$ cat src/rtl/svm_kernel_sched.sv
// Sequencer for one SVM dot-product kernel: streams test/support vector pairs
// into the kernel beat interface and accumulates bias + sum(alpha * kernel).
module svm_kernel_sched #(
  parameter int DIM = 4,
  parameter int NSV = 2,
  parameter int TAW = (DIM > 1) ? $clog2(DIM) : 1,
  parameter int SAW = (NSV * DIM > 1) ? $clog2(NSV * DIM) : 1,
  parameter int AAW = (NSV > 1) ? $clog2(NSV) : 1
) (
  input  logic                clk_i,
  input  logic                rst_i,
  input  logic                start_i,
  input  logic signed [31:0]  bias_i,
  output logic                busy_o,
  output logic                done_o,
  output logic signed [63:0]  decision_o,
  output logic                class_out_o,
  output logic [TAW-1:0]      test_addr_o,
  input  logic signed [31:0]  test_data_i,
  output logic [SAW-1:0]      sv_addr_o,
  input  logic signed [31:0]  sv_data_i,
  output logic [AAW-1:0]      alpha_addr_o,
  input  logic signed [31:0]  alpha_data_i,
  output logic signed [31:0]  k_test_o,
  output logic signed [31:0]  k_support_o,
  output logic                k_start_o,
  output logic                k_end_o,
  output logic                k_valid_o,
  input  logic signed [31:0]  k_out_i,
  input  logic                k_out_valid_i,
  output logic [2:0]          state_o
);

  // Beat interface: k_valid_o qualifies a beat; the kernel has no ready and
  // must accept every beat. k_out_valid_i is a one-cycle result strobe.
  typedef enum logic [2:0] {
    S_IDLE   = 3'd0,
    S_STREAM = 3'd1,
    S_TERM   = 3'd2,
    S_WAIT_K = 3'd3,
    S_DONE   = 3'd4
  } state_t;

  state_t state_q, state_d;

  logic [TAW-1:0]     feat_q, feat_d;
  logic [AAW-1:0]     sv_q, sv_d;
  logic signed [63:0] acc_q, acc_d;
  logic signed [31:0] alpha_q, alpha_d;
  logic signed [63:0] decision_q, decision_d;
  logic               class_q, class_d;
  logic               done_q, done_d;
  logic               k_valid_q, k_start_q, k_end_q;
  logic               iss_valid, iss_start, iss_end;
  logic               feat_last, sv_last;
  logic signed [63:0] alpha_ext, kout_ext, prod;

  assign feat_last = (feat_q == TAW'(DIM - 1));
  assign sv_last   = (sv_q == AAW'(NSV - 1));
  assign alpha_ext = {{32{alpha_q[31]}}, alpha_q};
  assign kout_ext  = {{32{k_out_i[31]}}, k_out_i};
  assign prod      = alpha_ext * kout_ext;

  always_ff @(posedge clk_i) begin
    if (!rst_i) state_q <= S_IDLE;
    else        state_q <= state_d;
  end

  always_comb begin
    state_d = state_q;
    case (state_q)
      S_IDLE:   if (start_i) state_d = S_STREAM;
      S_STREAM: if (feat_last) state_d = S_TERM;
      S_TERM:   state_d = S_WAIT_K;
      S_WAIT_K: if (k_out_valid_i) state_d = sv_last ? S_DONE : S_STREAM;
      S_DONE:   state_d = S_IDLE;
      default:  state_d = S_IDLE;
    endcase
  end

  always_comb begin
    busy_o    = (state_q != S_IDLE);
    iss_valid = (state_q == S_STREAM) || (state_q == S_TERM);
    iss_start = (state_q == S_STREAM) && (feat_q == '0);
    iss_end   = (state_q == S_TERM);
  end

  // Result registers load on the final accumulate so they are valid in DONE.
  always_comb begin
    feat_d     = feat_q;
    sv_d       = sv_q;
    acc_d      = acc_q;
    alpha_d    = alpha_q;
    decision_d = decision_q;
    class_d    = class_q;
    done_d     = 1'b0;
    case (state_q)
      S_IDLE: if (start_i) begin
        acc_d  = {{32{bias_i[31]}}, bias_i};
        sv_d   = '0;
        feat_d = '0;
      end
      S_STREAM: if (!feat_last) feat_d = feat_q + TAW'(1);
      S_TERM: begin
        feat_d  = '0;
        alpha_d = alpha_data_i;
      end
      S_WAIT_K: if (k_out_valid_i) begin
        acc_d = acc_q + prod;
        if (sv_last) begin
          done_d     = 1'b1;
          decision_d = acc_d;
          class_d    = ~acc_d[63];
        end else begin
          sv_d = sv_q + AAW'(1);
        end
      end
      default: ;
    endcase
  end

  always_ff @(posedge clk_i) begin
    if (!rst_i) begin
      feat_q     <= '0;
      sv_q       <= '0;
      acc_q      <= '0;
      alpha_q    <= '0;
      decision_q <= '0;
      class_q    <= 1'b1;
      done_q     <= 1'b0;
      k_valid_q  <= 1'b0;
      k_start_q  <= 1'b0;
      k_end_q    <= 1'b0;
    end else begin
      feat_q     <= feat_d;
      sv_q       <= sv_d;
      acc_q      <= acc_d;
      alpha_q    <= alpha_d;
      decision_q <= decision_d;
      class_q    <= class_d;
      done_q     <= done_d;
      k_valid_q  <= iss_valid;
      k_start_q  <= iss_start;
      k_end_q    <= iss_end;
    end
  end

  // Flags are delayed one cycle so the operands come straight from read data.
  assign k_valid_o    = k_valid_q;
  assign k_start_o    = k_start_q;
  assign k_end_o      = k_end_q;
  assign k_test_o     = (k_valid_q && !k_end_q) ? test_data_i : 32'sd0;
  assign k_support_o  = (k_valid_q && !k_end_q) ? sv_data_i : 32'sd0;
  assign test_addr_o  = feat_q;
  assign sv_addr_o    = SAW'(32'(sv_q) * 32'(DIM) + 32'(feat_q));
  assign alpha_addr_o = sv_q;
  assign done_o       = done_q;
  assign decision_o   = decision_q;
  assign class_out_o  = class_q;
  assign state_o      = state_q;

endmodule

$ cat config.mk
export PLATFORM = sky130hd
export DESIGN_NAME = svm_kernel_sched
export DESIGN_NICKNAME = d
export VERILOG_FILES = /design/src/rtl/svm_kernel_sched.sv
export SDC_FILE = /design/constraint.sdc
export NUM_CORES = 2
export LEC_CHECK = 0
export CAP_MARGIN = 20
export CORE_MARGIN = 2
export CORE_UTILIZATION = 50
export CTS_BUF_LIST = sky130_fd_sc_hd__clkbuf_8 sky130_fd_sc_hd__clkbuf_16
export CTS_CLUSTER_DIAMETER = 80
export DETAILED_ROUTE_END_ITERATION = 6
export GPL_ROUTABILITY_DRIVEN = 0
export HOLD_SLACK_MARGIN = 0.12
export MAX_ROUTING_LAYER = met4
export PLACE_DENSITY_LB_ADDON = 0.1
export SETUP_SLACK_MARGIN = 0.02
export SYNTH_ARGS = -nofsm -noshare
export SYNTH_HDL_FRONTEND = slang
export SYNTH_SLANG_ARGS = --single-unit
$ cat constraint.sdc
create_clock -name clk_i -period 13.9 [get_ports clk_i]
set_input_delay 4.17 -clock clk_i [delete_from_list [all_inputs] [get_ports clk_i]]
set_output_delay 4.17 -clock clk_i [all_outputs]
set_load 0.02 [all_outputs]
Word-level counts from Yosys, hierarchy flattened
Index checks and enable logic that the tools add are counted.
{"block": "word_totals", "inputBits": 164, "wordCells": 57, "out_inout_bits": 143, "register_bits": 171}
{"block": "classes", "muxes": 18, "n_mul": 1, "addsub": 4, "n_reduce_logical": 14, "n_bitwise": 1, "eq_ne": 8}
{"op": "$mux 64", "count": 2}
{"op": "$pmux 64 s2", "count": 1}
{"op": "$add 64x64->64", "count": 1}
{"op": "$mul 32x32->64", "count": 1}
{"op": "$mux 32", "count": 2}
{"op": "$reduce_and 3->1", "count": 5}
{"op": "$mux 3", "count": 4}
{"op": "$pmux 3 s4", "count": 1}
{"op": "$ne 2x2->1 const B", "count": 4}
{"op": "$eq 3x2->1 const B", "count": 2}
{"op": "$pmux 2 s3", "count": 1}
{"op": "$reduce_bool 3->1", "count": 2}
{"op": "$mux 1", "count": 4}
{"op": "$mux 2", "count": 2}
{"op": "$add 3x2->3", "count": 1}
{"op": "$eq 3x1->1 const B", "count": 1}
{"op": "$logic_not 3->1", "count": 1}
{"op": "$add 2x1->2 const B", "count": 1}
{"op": "$eq 2x2->1 const B", "count": 1}
{"op": "$logic_and 1x1->1", "count": 2}
{"op": "$logic_not 2->1", "count": 1}
{"op": "$pmux 1 s2", "count": 1}
{"op": "$reduce_bool 2->1", "count": 1}
{"op": "$add 1x1->1 const B", "count": 1}
{"op": "other kinds (3)", "count": 3}

Logic depth before layout (Yosys ltp)
{"block": "logic_depth", "depth_word": 4, "ltp_mapped": 28, "mapped_depth_nobuf": 26}

Worst setup path before layout
No wires, ideal clock.
{"block": "synth_timing", "path_kind": "input port to flip-flop", "from": "input k_out_i[0]", "to": "register acc_q[60]", "arrival_time_ps": 12094, "n_path_buf": 2, "stages": 26, "required_ps": 13784, "path_slack_ps": 1690, "setup_time_ps": 116, "path_cell_list": "clkbuf_1 -> nand2_1 -> fa_1 -> inv_1 -> fa_1 -> fa_1 -> inv_1 -> fa_1 -> inv_1 -> fa_1 -> fa_1 -> fa_1 -> inv_1 -> fa_1 -> inv_1 -> ha_1 -> clkbuf_1 -> nand2_1 -> nor2_1 -> a21oi_1 -> o21a_1 -> o21ai_0 -> a22oi_1 -> o311ai_0 -> o21ai_1 -> a31o_2"}
{"block": "synth_via", "elab_chain_cells": 4}
{"item": "from (decl)", "line_no": "29", "rtl": "input logic signed [31:0] k_out_i,"}
{"item": "$mul 32x32->64", "line_no": "62", "rtl": "assign prod = alpha_ext * kout_ext;"}
{"item": "$add 64x64->64", "line_no": "109", "rtl": "acc_d = acc_q + prod;"}
{"item": "$mux 64", "line_no": "108", "rtl": "S_WAIT_K: if (k_out_valid_i) begin"}
{"item": "$pmux 64 s2", "line_no": "97", "rtl": "case (state_q)"}
{"item": "to (signal assigned)", "line_no": "126", "rtl": "acc_q <= '0;"}
{"item": "to (signal assigned)", "line_no": "137", "rtl": "acc_q <= acc_d;"}
{"item": "to (decl)", "line_no": "48", "rtl": "logic signed [63:0] acc_q, acc_d;"}
No other way between the ends. The select of a mux whose other input is x is not followed.
A chain may end at the register's enable or synchronous reset.

Worst setup path in the final report
{"block": "layout_timing", "from": "input k_out_i[16]", "to": "register acc_q[60]"}
Same word-level chain as after synthesis.

==> flow_metrics.py <==
metrics = {
    "outcome": {
        "status": "complete, no violations",
    },
    "global_route": {
        "gr-total-overflow": 0,
        "grt_max_degree": 79,
        "grt_pass1_wl_mm": 217,
        "grt_antenna_before_repair": 3,
        "gr-usage-all-layers_pct": 29.6,
        "first_global_vias": 37787,
    },
    "worst_setup_path": {
        "path_buf_inv": 7,
        "path_class": "in2reg",
        "cp-end-kind": "flop",
        "cpMaxStageDelayCell": "clkdlybuf4s50_1",
        "cp_max_fo": 26,
        "start_kind": "primary input",
        "arrival_ps": 12720,
        "path_common_cell": "fa_1",
        "critPathRequiredTime_ps": 14350,
        "critPathMaxStageDelay_ps": 990,
        "cp_top_family": "adder cells",
    },
    "pwr": {
        "irDropWorstVdd_mv": 0.0910,
        "p_leak_uw": 0.0252,
        "power_uw": 1650,
        "powerDensity_nw_per_um2": 31.7,
    },
    "yosys": {
        "avgSynthCellArea_um2": 9.06,
        "synthCells": 5227,
        "ys_warn_count": 0,
        "syn-num-nets": 6821,
        "synth.largest_area_cell": "fa_1",
        "ys_seq_elements": 171,
        "ys_seq_area_share_pct": 7.23,
        "ys.flop_type": "dfxtp_1",
        "synth-edff-count": 0,
        "synth.cell_area_um2": 47400,
        "synthDistinctLibCells": 77,
        "synth_area_leaders": "fa_1, inv_1, dfxtp_1",
        "synth_async_sr_flop_share_pct": 0,
        "synth_top_cell_area_share_pct": 51.2,
    },
    "clocking": {
        "ctsHoldBuffers": 0,
        "cts_tree": "built",
        "cts-root-buf": "clkbuf_16",
        "clockBufferDepth": 2,
        "cts.sinks": 171,
        "h-tree-depth": 4,
        "post_cts_resized": 0,
        "clock_latency_ps": 510,
        "cts.reportedPaths.clkPinSlew_ps": 90,
        "numCtsBuffers": 17,
        "postCtsSetupBuffers": 0,
    },
    "detailed_routing": {
        "drc": 0,
        "antenna_left": 0,
        "vias": 34715,
        "via_per_inst": 5.26,
        "drtPass1Iterations": 5,
        "wl_per_cell_um": 20.0,
        "drtIter0Drc": 2192,
        "wl_mm": 132,
    },
    "sta": {
        "period_share_pct": 88.2,
        "finalClockSkew_ps": 24.1,
        "drv_slew": 0,
        "hold_slack_ps": 463,
        "fin_crit_ps": 12270,
        "clock.fmax_ghz": 0.0815,
        "timing.setup.tns_ps": 0,
        "relSlewSlack_pct": 26.0,
        "tightest_slew_ps": 1110,
        "setup_viol": 0,
        "hold_viol": 0,
        "rsz0062_at_grt": "false",
    },
    "finish": {
        "drive_gt1_share_pct": 3.00,
        "fin_cells": 6598,
        "syn2layout_area_growth_pct": 9.92,
        "utilization_pct": 55.6,
        "nets": 6923,
    },
    "run": {
        "max_cap_viol_count": 0,
    },
    "hold_path": {
        "hold_path_class": "reg2reg",
    },
    "floorplanning": {
        "placementRows": 112,
        "dieArea_um2": 97200,
        "die_w_um": 312,
        "ios": 307,
        "core-area_um2": 93600,
        "start_util_pct": 50.6,
        "die_h_um": 312,
    },
    "placement": {
        "dp_hpwl_mm": 110,
        "portBuffers": 306,
        "dp_cells": 6563,
    },
}
## cells by family after synthesis
kind of cell	Yosys count	synth area share (%)
AO/OA/AOI/OAI	427	5.92
buffers and inverters	1566	12.5
adder cells (fa/ha/maj)	1430	57.0
flip-flops	171	7.23
XOR/XNOR	70	1.29
multiplexers	8	0.172
AND/OR/NAND/NOR	1555	15.9
## worst reg2reg max path, delay by kind of cell, from the launching register on
family | cells | cell delay (ps)
AOI/OAI and AO/OA | 6 | 1310
adders and majority gates | 9 | 4530
buffers and inverters | 7 | 1120
DFF | 1 | 310
and+or+nand+nor | 4 | 1240
## registers in the layout, summed over array words and instances, names as in the netlist
signal        flops
state_o           3
k_valid_o         1
k_end_o           1
k_start_o         1
acc_q            64
test_addr_o       2
decision_o       64
alpha_addr_o      1
done_o            1
class_out_o       1
alpha_q          32
## report_power, final
part           switching, uW  internal [uW]  total (uW)
clock network            290            252         542
logic                    371            220         591
registers               10.1            504         514
total                    672            976        1650
## worst paths after layout
path | cells after the start | to | slack (ps) | from
setup reg to reg | 26 | acc_q[63] | 5320 | alpha_q[31]
hold reg to reg | 2 | acc_q[6] | 460 | acc_q[6]
hold / removal | 2 | acc_q[6] | 460 | acc_q[6]
setup / recovery | 25 | acc_q[60] | 1630 | k_out_i[16]
## layer usage
metal / up-vias / GRT usage, % / wire [um]
li1: 15397 / - / -
met1: 18090 / 42.6 / 60500
met4: 0 / 6.23 / 2540
met2: 1088 / 44.6 / 60300
met5: - / - / 0
met3: 140 / 4.61 / 8680
## synthesized netlist by cell type (11+ instances only)
master / n
o21bai_1: 13
ha_1: 220
a221oi_1: 20
xnor2_1: 42
a311oi_1: 14
o21ai_0: 59
nor2_1: 115
nand2_1: 754
a21oi_1: 179
a211oi_1: 18
nor3_1: 15
a31oi_1: 11
nor2b_1: 26
clkbuf_1: 281
nand4_1: 35
dfxtp_1: 171
xor2_1: 28
nand2b_1: 13
o221ai_1: 11
nand3_1: 27
fa_1: 1210
and2_1: 539
inv_1: 1263
a21o_1: 22
## through the flow
| step | setup slack [ps] | cell area [um2] |
|---|---|---|
| 5_1_grt | 1150 | 52100 |
| 2_1_floorplan | 1690 | 47400 |
| 4_1_cts | 1680 | 52000 |
| 3_3_place_gp | 1330 | 51400 |
| 3_5_place_dp | 1190 | 51400 |
| 6_report | 1630 | 52100 |
## placed cells by master (no fill, tap or decap), types with 78 or more instances in the layout
| cell type | netlist | layout |
|---|---|---|
| fa_1 | 1210 | 1210 |
| dfxtp_1 | 171 | 169 |
| ha_1 | 220 | 220 |
| inv_1 | 1263 | 1262 |
| buf_4 | 5 | 78 |
| nor2_1 | 115 | 114 |
| a21oi_1 | 179 | 178 |
| nand2_1 | 754 | 752 |
| and2_1 | 539 | 538 |
| clkdlybuf4s50_1 | 0 | 296 |
## area by class of cell
cell class / instances / area [um2]
antenna: 2 / 5.00
clock inverter: 15 / 211
timing repair buffer: 386 / 3630
sequential: 171 / 3430
multi-input combinational: 3490 / 38000
fill: 8652 / 41600
tap: 1254 / 1570
clock buffer: 17 / 425
inverter: 1263 / 4750
Power figures use the tool's default switching activity.
==> edit (same settings) <==
Change the parameter `DIM` from 4 to 8.
--- a/src/rtl/svm_kernel_sched.sv
+++ b/src/rtl/svm_kernel_sched.sv
@@ -1,7 +1,7 @@
 // Sequencer for one SVM dot-product kernel: streams test/support vector pairs
 // into the kernel beat interface and accumulates bias + sum(alpha * kernel).
 module svm_kernel_sched #(
-  parameter int DIM = 4,
+  parameter int DIM = 8,
   parameter int NSV = 2,
   parameter int TAW = (DIM > 1) ? $clog2(DIM) : 1,
   parameter int SAW = (NSV * DIM > 1) ? $clog2(NSV * DIM) : 1,
Interface: changed (resized sv_addr_o and test_addr_o); port bits go from 307 to 309. No check against the original RTL was run, so the function may have changed too.
==> edit against the original RTL <==
Sequential cell count grew 1. Worst setup slack got worse by 0.44 ns. Synthesized cell count rose by 0.61%. Final cell count grew 0.80%. Wire length rose by 1.9%. Synthesized area up 0.67%. Worst hold slack better by 0.00075 ns. Sequential share of layout area about the same. Final area rose by 0.63%. Clock skew increased by 0.0071 ns.
Power is left out: it rests on default switching activity, and per cell area and clock period it moved more than threefold.
==> edit: results (changes against the original RTL) <==
Reg2Reg Setup Slack = 5.13 ns (-0.19 ns)
Netlist cell types = 90 (+17%)
GRT Util Overall = 29.8% (+0.23 points)
hold slack = 0.464 ns (+0.000747 ns)
met3 global-route usage = 3.78% (-0.83 points)
Adder-Cell Fraction of Synth Area = 56.6% (-0.35 points)
Syn Nets = 6854 (+0.48%)
vias in the first global route = 37.6k (-0.42%)
Synth top cells by count = inv_1 (1273), fa_1 (1210), nand2_1 (744)
sequential share of the synthesized area = 7.22% (about the same)
first-pass GRT wire length = 217000 µm (about the same)
nets = 6964 (+0.59%)
DP Wirelength = 112000 µm (+1.7%)
Synth Area in Compound Gates = 6.17% (+0.25 points)
Area contributors post-synth = fa_1 (51%), inv_1 (10%), dfxtp_1 (7.2%), and2_1 (6.8%), nand2_1 (5.9%)
PortBufs = 308 (+0.65%)
Worst Hold Launch = decision_o[48]
met1 global-route usage = 39.6% (-3.0 points)
run status = completed
via-per-instance ratio = 5.29 (+0.63%)
Synth Area in XOR/XNOR = 1.21% (-0.082 points)
post-CTS setup buffers = 0 (unchanged)
Worst Hold End = decision_o[48]
largest net degree at the start of global routing = 81 (+2.5%)
layout cells sized above 1 = 3.08% (+0.089 points)
reg2reg end = class_out_o
mux share of post-synthesis cell area = 0.236% (+0.064 points)
DRT iter0 DRCs = 2376 (+8.4%)
worst r2r path cells = 25 (-3.8%)
Worst Clk Skew = 0.0313 ns (+0.00714 ns)
fillers = 8829 (+2.0%)
relative slew slack = 24.5% (-1.5 points)
-- edit: layer usage --
metal  wire [µm]  vias up
li1            -    15600
met1       55600    18400
met2       67400     1127
met3        8350      162
met4        3240        0
met5           0        -
-- edit: logic make-up after synthesis --
| logic type | Yosys count |
|---|---|
| AO/OA/AOI/OAI | 443 |
| XOR/XNOR | 66 |
| flip-flops | 172 |
| AND/OR/NAND/NOR | 1561 |
| multiplexers | 11 |
| adder cells (fa/ha/maj) | 1431 |
| buffers and inverters | 1575 |
-- edit: worst max-delay path, stage by stage --
cell             delay, ns
clkdlybuf4s50_1       1.09
nand2_1               0.31
fa_1                  0.69
fa_1                  0.66
inv_1                 0.07
fa_1                  0.78
inv_1                 0.23
fa_1                  0.53
inv_1                 0.06
fa_1                  0.55
fa_1                  0.42
fa_1                  0.49
inv_1                 0.05
fa_1                  0.49
inv_1                 0.05
ha_1                  0.33
nand2_1               0.18
nor3_1                0.52
and4_1                0.26
o211ai_1              0.16
a31oi_1               0.40
a211oi_2              0.19
mux2i_1               0.23
o211ai_1              0.13
-- edit: stage by stage --
| stage | worst slack (ns) | instance area, µm² | std cells | utilization [%] |
|---|---|---|---|---|
| after detailed placement | 0.761 | 51700 | 6614 | 54.6 |
| after CTS | 1.29 | 52400 | 6646 | 55.3 |
| after global placement | 0.922 | 51700 | 6614 | 54.6 |
| after global routing | 0.853 | 52400 | 6650 | 55.3 |
| after floorplan | 1.63 | 47700 | 5259 | - |
| final | 1.19 | 52400 | 6651 | 55.3 |
-- edit: worst max-delay path by stage --
stage / end / slack [ns] / from / depth (start not counted)
after floorplan: acc_q[57] / 1.63 / k_out_i[0] / 27
after global placement: decision_o[63] / 0.92 / k_out_i[8] / 24
after detailed placement: decision_o[63] / 0.76 / k_out_i[8] / 24
after CTS: decision_o[63] / 1.29 / k_out_i[8] / 24
after global routing: class_out_o / 0.85 / k_out_i[8] / 24
final: class_out_o / 1.19 / k_out_i[8] / 24
-- edit: cell type report --
class	count	area [µm²]	area share (%)
antenna	4	10.0	0.0191
clock buffer	17	425	0.812
clock inverter	15	224	0.428
inverter	1275	4790	9.14
multi-input combinational	3512	38200	72.9
sequential	172	3450	6.60
tap	1265	1580	3.02
timing repair buffer	391	3690	7.04
